File: src/rtl/gate_stim_pkg.sv
// Shared encodings for the 8-input gate stimulus sequencer.
// Mode switches and FSM state share one 2-bit code.
package gate_stim_pkg;

    localparam int GATE_INPUTS = 8;

    typedef enum logic [1:0] {
        ST_HOLD   = 2'b00,
        ST_MANUAL = 2'b01,
        ST_AUTO   = 2'b10,
        ST_LOAD   = 2'b11
    } state_e;

    // Width of the packed {h..a} pattern bus for a given per-input width.
    function automatic int pat_width(input int width);
        return GATE_INPUTS * width;
    endfunction

endpackage

File: src/rtl/btn_debounce.sv
// Pushbutton conditioner: 2-FF synchroniser, counter debounce and a
// registered rising-edge pulse. It stays disarmed until the button is seen released after reset.
module btn_debounce #(
    parameter int DEB_CYCLES = 2000000
) (
    input  logic clk,
    input  logic rst_n,
    input  logic btn_raw,
    output logic btn_level,
    output logic btn_rise
);

    localparam int CW = (DEB_CYCLES > 1) ? $clog2(DEB_CYCLES) : 1;
    localparam logic [CW-1:0] CNT_LAST = CW'(DEB_CYCLES - 1);

    logic          s1_reg, s2_reg;
    logic          level_reg, level_d_reg, rise_reg, armed_reg;
    logic [1:0]    valid_reg;
    logic [CW-1:0] cnt_reg;

    always_ff @(posedge clk or negedge rst_n) begin
        if (!rst_n) begin
            s1_reg      <= 1'b0;
            s2_reg      <= 1'b0;
            valid_reg   <= 2'b00;
            cnt_reg     <= '0;
            level_reg   <= 1'b0;
            level_d_reg <= 1'b0;
            rise_reg    <= 1'b0;
            armed_reg   <= 1'b0;
        end else begin
            s1_reg      <= btn_raw;
            s2_reg      <= s1_reg;
            valid_reg   <= {valid_reg[0], 1'b1};
            level_d_reg <= level_reg;
            if (s2_reg == level_reg) begin
                cnt_reg <= '0;
            end else if (cnt_reg == CNT_LAST) begin
                level_reg <= ~level_reg;
                cnt_reg   <= '0;
            end else begin
                cnt_reg <= cnt_reg + CW'(1);
            end
            // A button already held through reset must be released before it can step.
            if (valid_reg[1] && !s2_reg && !level_reg) begin
                armed_reg <= 1'b1;
            end
            rise_reg <= level_reg & ~level_d_reg & armed_reg;
        end
    end

    assign btn_level = level_reg;
    assign btn_rise  = rise_reg;

endmodule

File: src/rtl/gate_stim_seq.sv
// Stimulus sequencer for the 8-input nandgate: hold, manual step,
// timed auto-sweep and direct switch load of the {h..a} pattern.
module gate_stim_seq
    import gate_stim_pkg::*;
#(
    parameter int WIDTH      = 1,
    parameter int DEB_CYCLES = 2000000,
    parameter int DIV        = 100000000
) (
    input  logic               clk,
    input  logic               rst_n,
    input  logic               btn_step,
    input  logic [1:0]         mode,
    input  logic [8*WIDTH-1:0] sw_pat,
    output logic [8*WIDTH-1:0] pat,
    output logic               pat_upd,
    output logic               wrap,
    output logic [1:0]         state_o
);

    localparam int PW = pat_width(WIDTH);
    localparam int DW = (DIV > 1) ? $clog2(DIV) : 1;
    localparam logic [DW-1:0] PRESC_LAST = DW'(DIV - 1);

    logic [1:0]    mode_s1_reg, mode_s2_reg;
    logic [PW-1:0] sw_sync;
    logic          btn_level, step_pulse;

    state_e        state_reg, state_next;
    logic [PW-1:0] pat_reg, pat_next;
    logic          upd_reg, upd_next;
    logic          wrap_reg, wrap_next;
    logic [DW-1:0] presc_reg, presc_next;
    logic          do_inc;

    btn_debounce #(.DEB_CYCLES(DEB_CYCLES)) u_btn (
        .clk      (clk),
        .rst_n    (rst_n),
        .btn_raw  (btn_step),
        .btn_level(btn_level),
        .btn_rise (step_pulse)
    );

    // Pattern switches are quasi-static: plain per-bit synchronisers.
    for (genvar gi = 0; gi < PW; gi++) begin : g_sw_sync
        logic [1:0] sync_reg;
        always_ff @(posedge clk or negedge rst_n) begin
            if (!rst_n) sync_reg <= 2'b00;
            else        sync_reg <= {sync_reg[0], sw_pat[gi]};
        end
        assign sw_sync[gi] = sync_reg[1];
    end

    always_ff @(posedge clk or negedge rst_n) begin
        if (!rst_n) begin
            mode_s1_reg <= 2'b00;
            mode_s2_reg <= 2'b00;
            state_reg   <= ST_HOLD;
            pat_reg     <= '0;
            upd_reg     <= 1'b0;
            wrap_reg    <= 1'b0;
            presc_reg   <= '0;
        end else begin
            mode_s1_reg <= mode;
            mode_s2_reg <= mode_s1_reg;
            state_reg   <= state_next;
            pat_reg     <= pat_next;
            upd_reg     <= upd_next;
            wrap_reg    <= wrap_next;
            presc_reg   <= presc_next;
        end
    end

    always_comb begin
        state_next = state_e'(mode_s2_reg);
        pat_next   = pat_reg;
        upd_next   = 1'b0;
        wrap_next  = 1'b0;
        presc_next = '0;
        do_inc     = 1'b0;
        unique case (state_reg)
            ST_HOLD: begin
            end
            ST_MANUAL: do_inc = step_pulse && btn_level;
            ST_AUTO: begin
                if (presc_reg == PRESC_LAST) do_inc = 1'b1;
                else                         presc_next = presc_reg + DW'(1);
            end
            ST_LOAD: begin
                pat_next = sw_sync;
                upd_next = (sw_sync != pat_reg);
            end
        endcase
        // Only an increment can wrap; loading zero never flags it.
        if (do_inc) begin
            pat_next  = pat_reg + PW'(1);
            upd_next  = 1'b1;
            wrap_next = &pat_reg;
        end
    end

    assign pat     = pat_reg;
    assign pat_upd = upd_reg;
    assign wrap    = wrap_reg;
    assign state_o = state_reg;

endmodule

File: config.mk
export PLATFORM = sky130hd
export DESIGN_NAME = gate_stim_seq
export DESIGN_NICKNAME = d
export VERILOG_FILES = /design/src/rtl/gate_stim_pkg.sv /design/src/rtl/btn_debounce.sv /design/src/rtl/gate_stim_seq.sv
export SDC_FILE = /design/constraint.sdc
export NUM_CORES = 1
export LEC_CHECK = 0
export ABC_AREA = 0
export CAP_MARGIN = 20
export CORE_MARGIN = 2
export CORE_UTILIZATION = 45
export DETAILED_ROUTE_END_ITERATION = 8
export GPL_ROUTABILITY_DRIVEN = 0
export GPL_TIMING_DRIVEN = 0
export PLACE_DENSITY = 0.66
export SLEW_MARGIN = 10
export SYNTH_ARGS = -nofsm -noshare
export SYNTH_HDL_FRONTEND = slang
export SYNTH_HIERARCHICAL = 1
export SYNTH_SLANG_ARGS = --single-unit
File: constraint.sdc
create_clock -name clk -period 2 [get_ports clk]
set_input_delay 0.3 -clock clk [delete_from_list [all_inputs] [get_ports clk]]
set_output_delay 0.3 -clock clk [all_outputs]
set_load 0.01 [all_outputs]
---- Yosys cells after proc, flatten, opt, wreduce, memory -nomap -nowiden ----
Cells that the tools add are included.
W data, S select, Z words.
storage, ports and cells
  RAM bits ................................ 0
  memories kept ........................... 0
  input port bits ......................... 13
  output and inout port bits .............. 12
  flip-flop bits (word level) ............. 88
  latch bits .............................. 0
  ROM bits ................................ 0
operators by class
  shift-type cells ........................ 0
  bitwise gates (word level) .............. 5
  magnitude comparators ................... 0
  $mul .................................... 0
  reductions and logical operators ........ 8
  equal/unequal tests ..................... 7
  $add $sub $neg .......................... 3
  muxes and demuxes ....................... 11
  divide/modulo/power cells ............... 0
operators by type and width
  cell                     number
  $mux W27                 2
  $mux W21                 2
  $add A27 B1 Y27 const B  1
  $eq A27 B27 Y1 const B   1
  $add A21 B1 Y21 const B  1
  $eq A21 B21 Y1 const B   1
  $mux W8                  2
  $add A8 B1 Y8 const B    1
  $ne A8 B8 Y1             1
  $reduce_and A8 Y1        1
  $eq A2 B2 Y1 const B     2
  $mux W1                  4
  $logic_and A1 B1 Y1      3
  $not A1 Y1               3
  $and A1 B1 Y1            2
  $eq A2 B1 Y1 const B     1
  $logic_not A1 Y1         2
  $pmux W1 S2              1
  $reduce_and A2 Y1        1
  $reduce_bool A2 Y1       1
  $eq A1 B1 Y1             1

---- Depth between registers and ports, before layout ----
  word-level depth ........................ 4
  mapped depth ............................ 8
  depth with buffers taken out ............ 7

---- Hierarchy ----
Netlist, hierarchy kept.
modules (own cells, without submodules)
  module         sequential area each (µm²)  instances  cells an instance  area each (µm²)
  gate_stim_seq  1476.4                      1          248                2738.9
  btn_debounce   725.7                       1          123                1331.3

---- Worst setup path after synthesis ----
Ideal clock, no wire load.
  path kind ............................... register -> register
  from .................................... reg presc_reg[8]
  to ...................................... reg pat_reg[2] (netlist: pat[2])
  path slack .............................. -129 ps
  library setup time ...................... 123 ps
  stages on the path, launching flop included .. 6
  arrival time ............................ 2007 ps
  period minus slack after synthesis ...... 2129 ps
  required time ........................... 1877 ps
  cell sequence ........................... dfrtp_1 or4b_4 nor4_4 o2bb2ai_2 mux2_2 o221a_2
on the way
  cells in the longest elaborated chain, start to end .. 4
RTL lines
  item                                                  RTL line             source
  start, declared                                       gate_stim_seq.sv:33  logic [DW-1:0] presc_reg, presc_next;
  start signal, assigned                                gate_stim_seq.sv:70  presc_reg <= presc_next;
  $eq A27 B27 Y1 (*)                                    gate_stim_seq.sv:86  if (presc_reg == PRESC_LAST) do_inc = 1'b1;
  $mux W1 (*)                                           gate_stim_seq.sv:86
  $pmux W1 S2 (*)                                       gate_stim_seq.sv:81  unique case (state_reg)
  $mux W8 / $reduce_bool A2 Y1 (equally long branches)  --
  end signal, assigned                                  gate_stim_seq.sv:67  pat_reg <= pat_next;
  end, declared                                         gate_stim_seq.sv:30  logic [PW-1:0] pat_reg, pat_next;
Every way passes the cells marked *; elsewhere a longest branch is shown, timed or not.
A chain may end at the register's enable or synchronous reset.

---- Worst setup path after layout ----
  from .................................... reg state_reg[0] (netlist: state_o[0])
  to ...................................... reg pat_reg[2] (netlist: pat[2])
on the way
  cells in the longest elaborated chain, start to end .. 3
RTL lines
  item                                                  RTL line             source
  start, declared                                       gate_stim_seq.sv:29  state_e state_reg, state_next;
  start signal, assigned                                gate_stim_seq.sv:66  state_reg <= state_next;
  $eq A2 B2 Y1 / $eq A2 B1 Y1 (equally long branches)   gate_stim_seq.sv:81
  $pmux W1 S2                                           gate_stim_seq.sv:81
  $mux W8 / $reduce_bool A2 Y1 (equally long branches)  --
Parallel ways exist; a longest one is shown, timed or not.

==> impl_metrics.ini <==
[route]
num_vias = 2956
wl_um = 8020
wl_per_cell_um = 15.0
avgViaCountPerCell = 5.51
drt_iter0_markers = 94
drc_errors = 0
first_pass_iters = 4
antenna_left = 0

[timing]
period_needed_ns = 2.11
finalSetupViolations = 5
hold_viol = 0
maxSlewViolCount = 0
fin_worst_skew_ns = 0.0112
fmax_mhz = 475
rsz0062_at_grt = true
layout_setup_ws_ns = -0.107
fin_crit_sh_pct = 105
setup-tns-final_ns = -0.427

[synthesis]
ys_types = 53
syn_area_per_cell_um2 = 11.0
synth_mux_area_share_pct = 1.57
synth_simple_gate_area_share_pct = 23.7
synth-edff-count = 0
synth-xor-area-share_pct = 9.47
synth_compound_area_share_pct = 6.86
ys_ff_latch = 88
syn-num-nets = 390
synth_area_leaders = dfrtp_1, xor2_1, xnor2_1, nor2_1, nand4_1
async_reset_ff_share_pct = 100
synth_top_family_by_area = simple AND/OR/NAND/NOR gates
synth_top_area_cell = dfrtp_1
mappedNetlistArea_um2 = 4070
ys_dominant_reg_cell = dfrtp_1
synth_top_cell_area_share_pct = 54.1
synthAdderAreaFrac_pct = 1.84
synth_seq_area_share_pct = 54.1
ys_warn_count = 6
syn_inst = 371

[placed_design]
numPortBuffers = 24
hpwlAfterDp_um = 5390
dpl_cell_area_um2 = 4520

[finish]
final_common_cell = dfrtp_1
largest_register_ffs = 27
design_area_um2 = 4880
fin_nets = 442
diodes = 0
drive_above_1_share_pct = 15.7
final_cell_mix = dfrtp_1, nor2_1, xor2_1, clkdlybuf4s50_1
area_delta_synth_final_pct = 19.8

[power]
power.density_nw_per_um2 = 692
irDropWorstVdd_v = 0.000377
power_mw = 3.37
power_frac_seq_pct = 56.3
p_sw_uw = 904
switching_share_pct = 26.8
leakage_nw = 2.03
p_int_mw = 2.47
p_clk_share_pct = 34.5
comb_power_share_pct = 9.1

[cts]
cts_buffer_depth = 2
worstSkewPairLatency_ns = 0.36
htree_levels = 3
cts.sinks = 88
clkTransAtPathRegs_ns = 0.09
cts_root_buf = clkbuf_8
cts_buffers = 9
cts_tree = built

[global_routing]
overflow = 0
grt_pass1_vias = 2866
grt_max_degree = 67
grt.total_usage_pct = 17.2
grt_pass1_wl_um = 13600
grt_antenna_before_repair = 0

[critical_path]
crit_fanout = 5
path_class = flop to flop
cp_slowest_cell = dfrtp_2
cp.required_ns = 2.25
cp-start-kind = flop
worstPathArrival_ns = 2.36
r2r_slack_ns = -0.11
slowest_delay_ns = 0.44
path_cells = inv_2 > ha_4 > nand3b_1 > nor4_4 > o2bb2ai_4 > mux2_4 > o221a_4
end_kind = flop

[run]
drv_cap = 0

[worst_hold_path]
hp-class = flop to flop

[run_status]
status = finished with violations
failed_checks = setup timing

[floorplanning]
die_height_um = 99.1
dieArea_um2 = 9820
io_pins = 25
die_w_um = 99.1
core_area_um2 = 8760
row_count = 34
start_util_pct = 46.4
==> path summary, 6_finish.rpt <==
path | startpoint | end | cells past startpoint
setup / recovery | state_o[0] | pat[2] | 7
hold / removal | g_sw_sync[4].sync_reg[0] | g_sw_sync[4].sync_reg[1] | 0
setup reg to reg | state_o[0] | pat[2] | 7
hold reg to reg | g_sw_sync[4].sync_reg[0] | g_sw_sync[4].sync_reg[1] | 0
max in group asynchronous | rst_n | state_o[0] | 3
min in group asynchronous | rst_n | presc_reg[11] | 2
==> critical path: cells and delay by family (launching register included) <==
family                   cells  cell delay (ns)
adder cells (fa/ha/maj)      1             0.21
multiplexers                 1             0.33
AO/OA/AOI/OAI                2             0.41
buffers and inverters        1             0.07
flip-flops                   1             0.44
AND/OR/NAND/NOR              2             0.54
==> Yosys cell counts (8+ instances only) <==
| master | instances |
|---|---|
| a21oi_1 | 11 |
| and3_1 | 8 |
| and4_1 | 12 |
| clkbuf_1 | 8 |
| dfrtp_1 | 88 |
| nand2_1 | 22 |
| nand3_1 | 21 |
| nand4_1 | 19 |
| nor2_1 | 38 |
| o21ai_0 | 10 |
| xnor2_1 | 20 |
| xor2_1 | 24 |
==> power by group through the flow <==
stage / Clock [mW] / Sequential [mW] / Combinational (mW)
finish: 1.16 / 1.90 / 0.308
global route: 1.28 / 1.91 / 0.343
CTS: 1.21 / 1.90 / 0.300
global placement: 0 / 1.93 / 0.285
floorplan: 0 / 1.93 / 0.137
detailed placement: 0 / 1.94 / 0.295
==> kinds of logic (layout without fill, tap and decap cells) <==
logic type	after synthesis	in the layout
compound gates	40	40
xor+xnor	44	44
fa+ha+maj	6	6
buf+inv	21	78
flops	88	88
mux	6	6
other cells	1	1
simple gates	165	165
==> layer usage <==
layer	wire length [um]	global-route usage, %	vias up	share of wire, %
met5	0	0	-	0
met4	97	5.58	0	1.2
met3	255	3.65	10	3.2
met2	3830	26.9	47	48
met1	3840	24.3	1458	48
li1	-	-	1441	-
==> repair_timing <==
item                       in CTS  in global routing
setup buffers                   5                 11
hold buffers                    1                  0
pin swaps                       5                  5
hold endpoints to repair       22                  0
setup endpoints to repair      29                 32
gates resized for setup         5                 19
==> final cells by class <==
cell class,count,area [um^2]
well taps,108,135
multi-input cells,262,1850
fillers,746,3890
clock inverters,7,61.3
inverters,7,26.3
repair buffers,42,395
flip-flops and latches,88,2200
plain buffers,13,82.6
clock buffers,9,124
==> stage by stage <==
stage                     hold WS [ns]  worst slack, ns  utilization (%)  instances
final                            0.355           -0.107             55.6        536
after floorplan                0.00441          -0.0618                -        371
after CTS                        0.352           -0.114             54.4        525
after detailed placement         0.225           -0.338             51.6        504
after global placement           0.332            -2.88             51.3        503
after global routing             0.344           -0.175             55.6        536
(Power assumes the default switching activity.)
